**config.mk**
```make
export PLATFORM = sky130hd
export DESIGN_NAME = sdram_prefetch_ctrl_flat
export DESIGN_NICKNAME = d
export VERILOG_FILES = /design/src/rtl/sdram_prefetch_ctrl_if.sv /design/src/rtl/sdram_prefetch_ctrl.sv /design/src/flat_wrapper.sv
export SDC_FILE = /design/constraint.sdc
export NUM_CORES = 1
export LEC_CHECK = 0
export BUFFER_PORTS_ARGS = -buffer_cell sky130_fd_sc_hd__buf_4
export CAP_MARGIN = 10
export CORE_MARGIN = 10
export CORE_UTILIZATION = 46
export DETAILED_ROUTE_END_ITERATION = 6
export PLACE_DENSITY = 0.79
export SLEW_MARGIN = 20
export SYNTH_ARGS = -nofsm -noshare
export SYNTH_HDL_FRONTEND = slang
export SYNTH_SLANG_ARGS = --single-unit
```
**constraint.sdc**
```tcl
create_clock -name sd_clk -period 3.3 [get_ports sd_clk]
set_input_delay 0 -clock sd_clk [delete_from_list [all_inputs] [get_ports sd_clk]]
set_output_delay 0 -clock sd_clk [all_outputs]
set_load 0.005 [all_outputs]
```
**src/rtl/sdram_prefetch_ctrl_if.sv**
```systemverilog
// Prefetch controller bus bundle: QSPI request side, SDRAM read port and line-buffer write port.
// master is the controller's view; slave is the surrounding system's view.
interface sdram_prefetch_ctrl_if;
  logic        qspi_rd_req;
  logic [23:0] qspi_rd_addr;
  logic        qspi_rd_busy;
  logic        sdr_rd_req;
  logic [23:0] sdr_rd_addr;
  logic        sdr_rd_ack;
  logic        sdr_rd_valid;
  logic [15:0] sdr_rd_data;
  logic        ram_wen;
  logic [2:0]  ram_waddr;
  logic [15:0] ram_wdata;
  logic        prefetch_err;

  modport master (
    input  qspi_rd_req, qspi_rd_addr, sdr_rd_ack, sdr_rd_valid, sdr_rd_data,
    output qspi_rd_busy, sdr_rd_req, sdr_rd_addr, ram_wen, ram_waddr, ram_wdata, prefetch_err
  );

  modport slave (
    output qspi_rd_req, qspi_rd_addr, sdr_rd_ack, sdr_rd_valid, sdr_rd_data,
    input  qspi_rd_busy, sdr_rd_req, sdr_rd_addr, ram_wen, ram_waddr, ram_wdata, prefetch_err
  );
endinterface

```
**src/rtl/sdram_prefetch_ctrl.sv**
```systemverilog
// Fetches one 8x16-bit line from SDRAM per QSPI request; 3-cycle request sync, all outputs registered.
// Holds sdr_rd_req until acked, one pending request queued while busy, idle-wait timeout aborts.
module sdram_prefetch_ctrl #(
  parameter int TIMEOUT_CYC = 1023
) (
  input logic                   sd_clk,
  input logic                   rst,
  sdram_prefetch_ctrl_if.master bus
);

  localparam int TW = $clog2(TIMEOUT_CYC + 1);
  localparam logic [TW-1:0] TMO_LAST = TW'(TIMEOUT_CYC - 1);

  typedef enum logic [1:0] {IDLE, REQ, DATA, DONE} state_t;

  state_t        state_q, state_d;
  logic          sync1_q, sync2_q, sync3_q;
  logic [23:0]   addr_q, addr_d;
  logic [23:0]   pend_addr_q, pend_addr_d;
  logic          pend_q, pend_d;
  logic          busy_q, busy_d;
  logic          req_q, req_d;
  logic [2:0]    idx_q, idx_d;
  logic [TW-1:0] tmo_q, tmo_d;
  logic          err_q, err_d;
  logic          wen_q, wen_d;
  logic [2:0]    waddr_q, waddr_d;
  logic [15:0]   wdata_q, wdata_d;

  logic          req_evt;
  logic [23:0]   cap_addr;
  logic          unused_addr_lo;

  assign req_evt        = sync2_q & ~sync3_q;
  assign cap_addr       = {bus.qspi_rd_addr[23:4], 4'h0};
  assign unused_addr_lo = ^bus.qspi_rd_addr[3:0];

  always_comb begin
    state_d     = state_q;
    addr_d      = addr_q;
    pend_addr_d = pend_addr_q;
    pend_d      = pend_q;
    busy_d      = busy_q;
    req_d       = req_q;
    idx_d       = idx_q;
    tmo_d       = tmo_q;
    err_d       = 1'b0;
    wen_d       = 1'b0;
    waddr_d     = waddr_q;
    wdata_d     = wdata_q;

    // Requests landing mid-burst (DONE included) queue behind it; newest address wins.
    if (req_evt && state_q != IDLE) begin
      pend_d      = 1'b1;
      pend_addr_d = cap_addr;
    end

    case (state_q)
      IDLE: begin
        if (req_evt || pend_q) begin
          state_d = REQ;
          req_d   = 1'b1;
          busy_d  = 1'b1;
          addr_d  = req_evt ? cap_addr : pend_addr_q;
          pend_d  = 1'b0;
          tmo_d   = '0;
        end
      end
      REQ: begin
        if (bus.sdr_rd_ack) begin
          state_d = DATA;
          req_d   = 1'b0;
          idx_d   = 3'd0;
          tmo_d   = '0;
        end else if (tmo_q == TMO_LAST) begin
          state_d = IDLE;
          req_d   = 1'b0;
          busy_d  = 1'b0;
          pend_d  = 1'b0;
          err_d   = 1'b1;
          tmo_d   = '0;
        end else begin
          tmo_d = tmo_q + TW'(1);
        end
      end
      DATA: begin
        if (bus.sdr_rd_valid) begin
          wen_d   = 1'b1;
          waddr_d = idx_q;
          wdata_d = bus.sdr_rd_data;
          idx_d   = idx_q + 3'd1;
          tmo_d   = '0;
          if (idx_q == 3'd7) state_d = DONE;
        end else if (tmo_q == TMO_LAST) begin
          state_d = IDLE;
          busy_d  = 1'b0;
          pend_d  = 1'b0;
          err_d   = 1'b1;
          tmo_d   = '0;
        end else begin
          tmo_d = tmo_q + TW'(1);
        end
      end
      DONE: begin
        state_d = IDLE;
        busy_d  = pend_d;
      end
      default: state_d = IDLE;
    endcase
  end

  always_ff @(posedge sd_clk or posedge rst) begin
    if (rst) begin
      state_q     <= IDLE;
      sync1_q     <= 1'b0;
      sync2_q     <= 1'b0;
      sync3_q     <= 1'b0;
      addr_q      <= '0;
      pend_addr_q <= '0;
      pend_q      <= 1'b0;
      busy_q      <= 1'b0;
      req_q       <= 1'b0;
      idx_q       <= '0;
      tmo_q       <= '0;
      err_q       <= 1'b0;
      wen_q       <= 1'b0;
      waddr_q     <= '0;
      wdata_q     <= '0;
    end else begin
      state_q     <= state_d;
      sync1_q     <= bus.qspi_rd_req;
      sync2_q     <= sync1_q;
      sync3_q     <= sync2_q;
      addr_q      <= addr_d;
      pend_addr_q <= pend_addr_d;
      pend_q      <= pend_d;
      busy_q      <= busy_d;
      req_q       <= req_d;
      idx_q       <= idx_d;
      tmo_q       <= tmo_d;
      err_q       <= err_d;
      wen_q       <= wen_d;
      waddr_q     <= waddr_d;
      wdata_q     <= wdata_d;
    end
  end

  assign bus.qspi_rd_busy = busy_q;
  assign bus.sdr_rd_req   = req_q;
  assign bus.sdr_rd_addr  = addr_q;
  assign bus.ram_wen      = wen_q;
  assign bus.ram_waddr    = waddr_q;
  assign bus.ram_wdata    = wdata_q;
  assign bus.prefetch_err = err_q;

endmodule

```
**src/flat_wrapper.sv**
```systemverilog
// flat-port wrapper written by rule: the top's interface ports become plain ports
module sdram_prefetch_ctrl_flat 
#(
  parameter int TIMEOUT_CYC = 1023
)
  (sd_clk, rst, bus_qspi_rd_req, bus_qspi_rd_addr, bus_sdr_rd_ack, bus_sdr_rd_valid, bus_sdr_rd_data, bus_qspi_rd_busy, bus_sdr_rd_req, bus_sdr_rd_addr, bus_ram_wen, bus_ram_waddr, bus_ram_wdata, bus_prefetch_err);
  sdram_prefetch_ctrl_if bus_i ();
  input logic sd_clk;
  input logic rst;
  input wire logic [$bits(bus_i.qspi_rd_req)-1:0] bus_qspi_rd_req;
  input wire logic [$bits(bus_i.qspi_rd_addr)-1:0] bus_qspi_rd_addr;
  input wire logic [$bits(bus_i.sdr_rd_ack)-1:0] bus_sdr_rd_ack;
  input wire logic [$bits(bus_i.sdr_rd_valid)-1:0] bus_sdr_rd_valid;
  input wire logic [$bits(bus_i.sdr_rd_data)-1:0] bus_sdr_rd_data;
  output wire logic [$bits(bus_i.qspi_rd_busy)-1:0] bus_qspi_rd_busy;
  output wire logic [$bits(bus_i.sdr_rd_req)-1:0] bus_sdr_rd_req;
  output wire logic [$bits(bus_i.sdr_rd_addr)-1:0] bus_sdr_rd_addr;
  output wire logic [$bits(bus_i.ram_wen)-1:0] bus_ram_wen;
  output wire logic [$bits(bus_i.ram_waddr)-1:0] bus_ram_waddr;
  output wire logic [$bits(bus_i.ram_wdata)-1:0] bus_ram_wdata;
  output wire logic [$bits(bus_i.prefetch_err)-1:0] bus_prefetch_err;
  assign bus_i.qspi_rd_req = bus_qspi_rd_req;
  assign bus_i.qspi_rd_addr = bus_qspi_rd_addr;
  assign bus_i.sdr_rd_ack = bus_sdr_rd_ack;
  assign bus_i.sdr_rd_valid = bus_sdr_rd_valid;
  assign bus_i.sdr_rd_data = bus_sdr_rd_data;
  assign bus_qspi_rd_busy = bus_i.qspi_rd_busy;
  assign bus_sdr_rd_req = bus_i.sdr_rd_req;
  assign bus_sdr_rd_addr = bus_i.sdr_rd_addr;
  assign bus_ram_wen = bus_i.ram_wen;
  assign bus_ram_waddr = bus_i.ram_waddr;
  assign bus_ram_wdata = bus_i.ram_wdata;
  assign bus_prefetch_err = bus_i.prefetch_err;
  sdram_prefetch_ctrl #(.TIMEOUT_CYC(TIMEOUT_CYC)) u_core (.sd_clk(sd_clk), .rst(rst), .bus(bus_i));
endmodule
```
==> metrics.yaml <==
final_layout:
  finalNetCount: 483
  antennaDiodeCount: 0
  design_area_um2: 4960
  drive_above_1_share: 0.357
  area_growth_pct: 34.9
global_route:
  antenna_found_initial: 0
  grt_pass1_wl_um: 14200
  grt_use_total: 0.149
  grt_max_degree: 53
  overflow: 0
  first_global_vias: 2844
floorplan:
  fp-row-count: 32
  core_um2: 7770
  fp.dieW_um: 109
  die_y_um: 109
  io_pins: 92
  dieArea_um2: 12000
  start_util: 0.474
drt:
  avgViaCountPerCell: 5.10
  drt_wl_total_um: 8840
  first_pass_iters: 4
  avgRoutedWirePerCell_um: 16.5
  antenna_left: 0
  dr_total_vias: 2734
  drt-initial-drc-count: 142
  drc: 0
synth:
  syn_area_um2: 3680
  async_flop_share: 1.00
  synthTopCellsByCount: "dfrtp_1 (82), mux2_2 (40), nand2_1 (33)"
  seq_area_frac_synth: 0.558
  yosysWarnings: 0
  syn-instance-count: 304
  synth_most_common_cell: "dfrtp_1"
  synth.distinct_cells: 44
  avgSynthCellArea_um2: 12.1
  synth_flop_cell: "dfrtp_1"
  synth_top_area_frac: 0.558
  ys_ff_latch: 82
  synthTopCellsByArea: "dfrtp_1 (56%), mux2_2 (12%), mux2i_1 (5.7%)"
  synth_edf_count: 0
  synth_largest_area_cell: "dfrtp_1"
critical_path:
  crit_start: "u_core.sync3_q"
  cp-end-kind: "flip-flop"
  max_stage_delay_ns: 0.52
  r2r-start: "u_core.sync3_q"
  worstSetupPathType: "reg2reg"
  cp_num_buf_inv: 1
  cp_cell_sequence: "nor2b_4 -> buf_4 -> o21ai_0 -> or3_1 -> a21oi_1"
  critPathTopFamily: "simple AND/OR/NAND/NOR gates"
  path_max_fanout: 19
  cp_slowest_cell: "nor2b_4"
  start_kind: "flip-flop"
  crit_arrival_ns: 2.33
  cp_data_required_time_ns: 3.57
clock_tree:
  cts.sinks: 82
  cts_htree_levels: 3
  clk_path_buf_depth: 2
  cts-root-buf: "clkbuf_8"
  clkLatencyLatePin_ns: 0.35
  cts_tree: "yes"
  cts_buffers: 9
  path_clk_slew_ns: 0.08
sta:
  period_needed_ns: 2.06
  worst_slew_margin_rel: 0.409
  rsz0062_at_grt: "false"
  tightest_slew_ns: 0.885
  finalWorstSetupSlack_ns: 1.24
  min_period_over_period: 0.626
  whs_ns: 0.0562
  hold_viol_final: 0
  clock_skew_ns: 0.0129
  finalSetupViolations: 0
  drv_slew: 0
  fmax_mhz: 484
  fin_setup_tns_ns: 0
placement:
  port_buffers: 83
  dp_hpwl_um: 5750
  pre_cts_slack_ns: 1.23
  placed_area_um2: 4400
  place.gp.congestion: 0.820
power_and_ir_drop:
  p_comb_frac: 0.383
  power.density_nw_per_um2: 743
  peakVddDrop_mv: 0.466
  p_sw_frac: 0.338
  leakage_nw: 2.33
  p_switching_w: 0.00125
  internal_power_w: 0.00244
  seqPwrFrac: 0.441
  clkPwrFrac: 0.175
run:
  max-cap-violations: 0
worst_hold_path:
  hold_class: "in2reg"
  hp-start: "bus_sdr_rd_valid"
outcome:
  outcome: "finished clean"
==> cells by family (layout without fill, tap and decap cells) <==
family                     Yosys count  count (layout)  share of synthesized area
DFF                                 82              82                      0.558
and+or+nand+nor                     68              68                     0.0925
muxes                               61              61                      0.180
AOI/OAI and AO/OA                   55              55                     0.0938
buffers and inverters               23             150                     0.0330
adders and majority gates            9               9                     0.0306
xor gates and xnor gates             5               5                     0.0119
other                                1               4                    0.00102
==> metal layers <==
metal | GRT usage | up-vias | share of wire
li1 | - | 1315 | -
met1 | 0.178 | 1335 | 0.42
met2 | 0.241 | 73 | 0.49
met3 | 0.0585 | 11 | 0.074
met4 | 0.0493 | 0 | 0.013
met5 | 0 | - | 0
==> worst min-delay path, stage by stage <==
cell,delay [ns]
buf_4,0.14
o21ai_2,0.11
nand2_1,0.08
nor2_1,0.04
==> power groups by stage <==
stage	clock (W)	combinational [W]	sequential (W)
global placement	0	0.00134	0.00162
global route	0.000699	0.00158	0.00168
detailed placement	0	0.00139	0.00164
CTS	0.000655	0.00143	0.00163
finish	0.000646	0.00141	0.00163
floorplan	0	0.000783	0.00162
==> area by class of cell <==
cell class,count,area [um^2]
Inverter,7,27.5
Clock inverter,6,42.5
Sequential cell,82,2050
Tap cell,102,128
Timing Repair Buffer,127,1050
Multi-Input combinational cell,202,1530
Fill cell,600,2810
Clock buffer,10,128
==> stage by stage <==
step | utilization | power, W | std cells
floorplan | - | 0.00240 | 307
global placement | 0.567 | 0.00296 | 481
detailed placement | 0.567 | 0.00303 | 481
CTS | 0.639 | 0.00371 | 536
global route | 0.639 | 0.00396 | 536
finish | 0.639 | 0.00369 | 536
==> sequential cells by signal (all words and copies together) (netlist names), 2 cells and up <==
signal	flops
u_core.bus.ram_wdata	16
u_core.pend_addr_q	20
u_core.idx_q	3
u_core.state_q	2
u_core.bus.sdr_rd_addr	20
u_core.bus.ram_waddr	3
u_core.tmo_q	10
==> placed cells by master (no fill, tap or decap), types with 2 or more instances in the layout <==
cell type | Yosys | layout
dfrtp_1 | 82 | 82
a22o_1 | 2 | 2
clkbuf_8 | 0 | 9
nor2_1 | 10 | 10
mux2_2 | 40 | 40
nand3_1 | 4 | 4
xor2_1 | 5 | 5
inv_1 | 6 | 5
o21ai_0 | 31 | 31
o211ai_1 | 3 | 3
nand2_1 | 33 | 33
o31ai_1 | 2 | 2
ha_1 | 9 | 9
or3_1 | 3 | 3
o21ai_2 | 1 | 2
nor2b_1 | 4 | 3
conb_1 | 1 | 4
clkinvlp_4 | 0 | 2
a31oi_1 | 2 | 2
dlygate4sd3_1 | 0 | 39
and3_1 | 2 | 2
nand2b_1 | 3 | 3
buf_4 | 8 | 88
clkinv_2 | 0 | 3
mux2i_1 | 21 | 21
a21oi_1 | 4 | 4
==> path summary, 6_finish.rpt <==
kind                                      endpoint  slack [ns]  cells past startpoint
setup / recovery                   u_core.tmo_q[7]        1.24                      5
min in group asynchronous  u_core.bus.ram_wdata[7]        0.38                      3
max in group asynchronous   u_core.pend_addr_q[10]        1.99                      4
setup reg to reg                   u_core.tmo_q[7]        1.24                      5
hold / removal             u_core.bus.prefetch_err        0.06                      4
hold reg to reg                     u_core.sync2_q        0.36                      0
==> timing repair <==
action,4_1_cts,5_1_grt
buffers inserted,0,0
resized for setup,0,0
hold buffers,39,0
hold endpoints to repair,108,0
endpoints found under the setup margin,0,0
No activity file was read; power rests on OpenSTA's default activity.
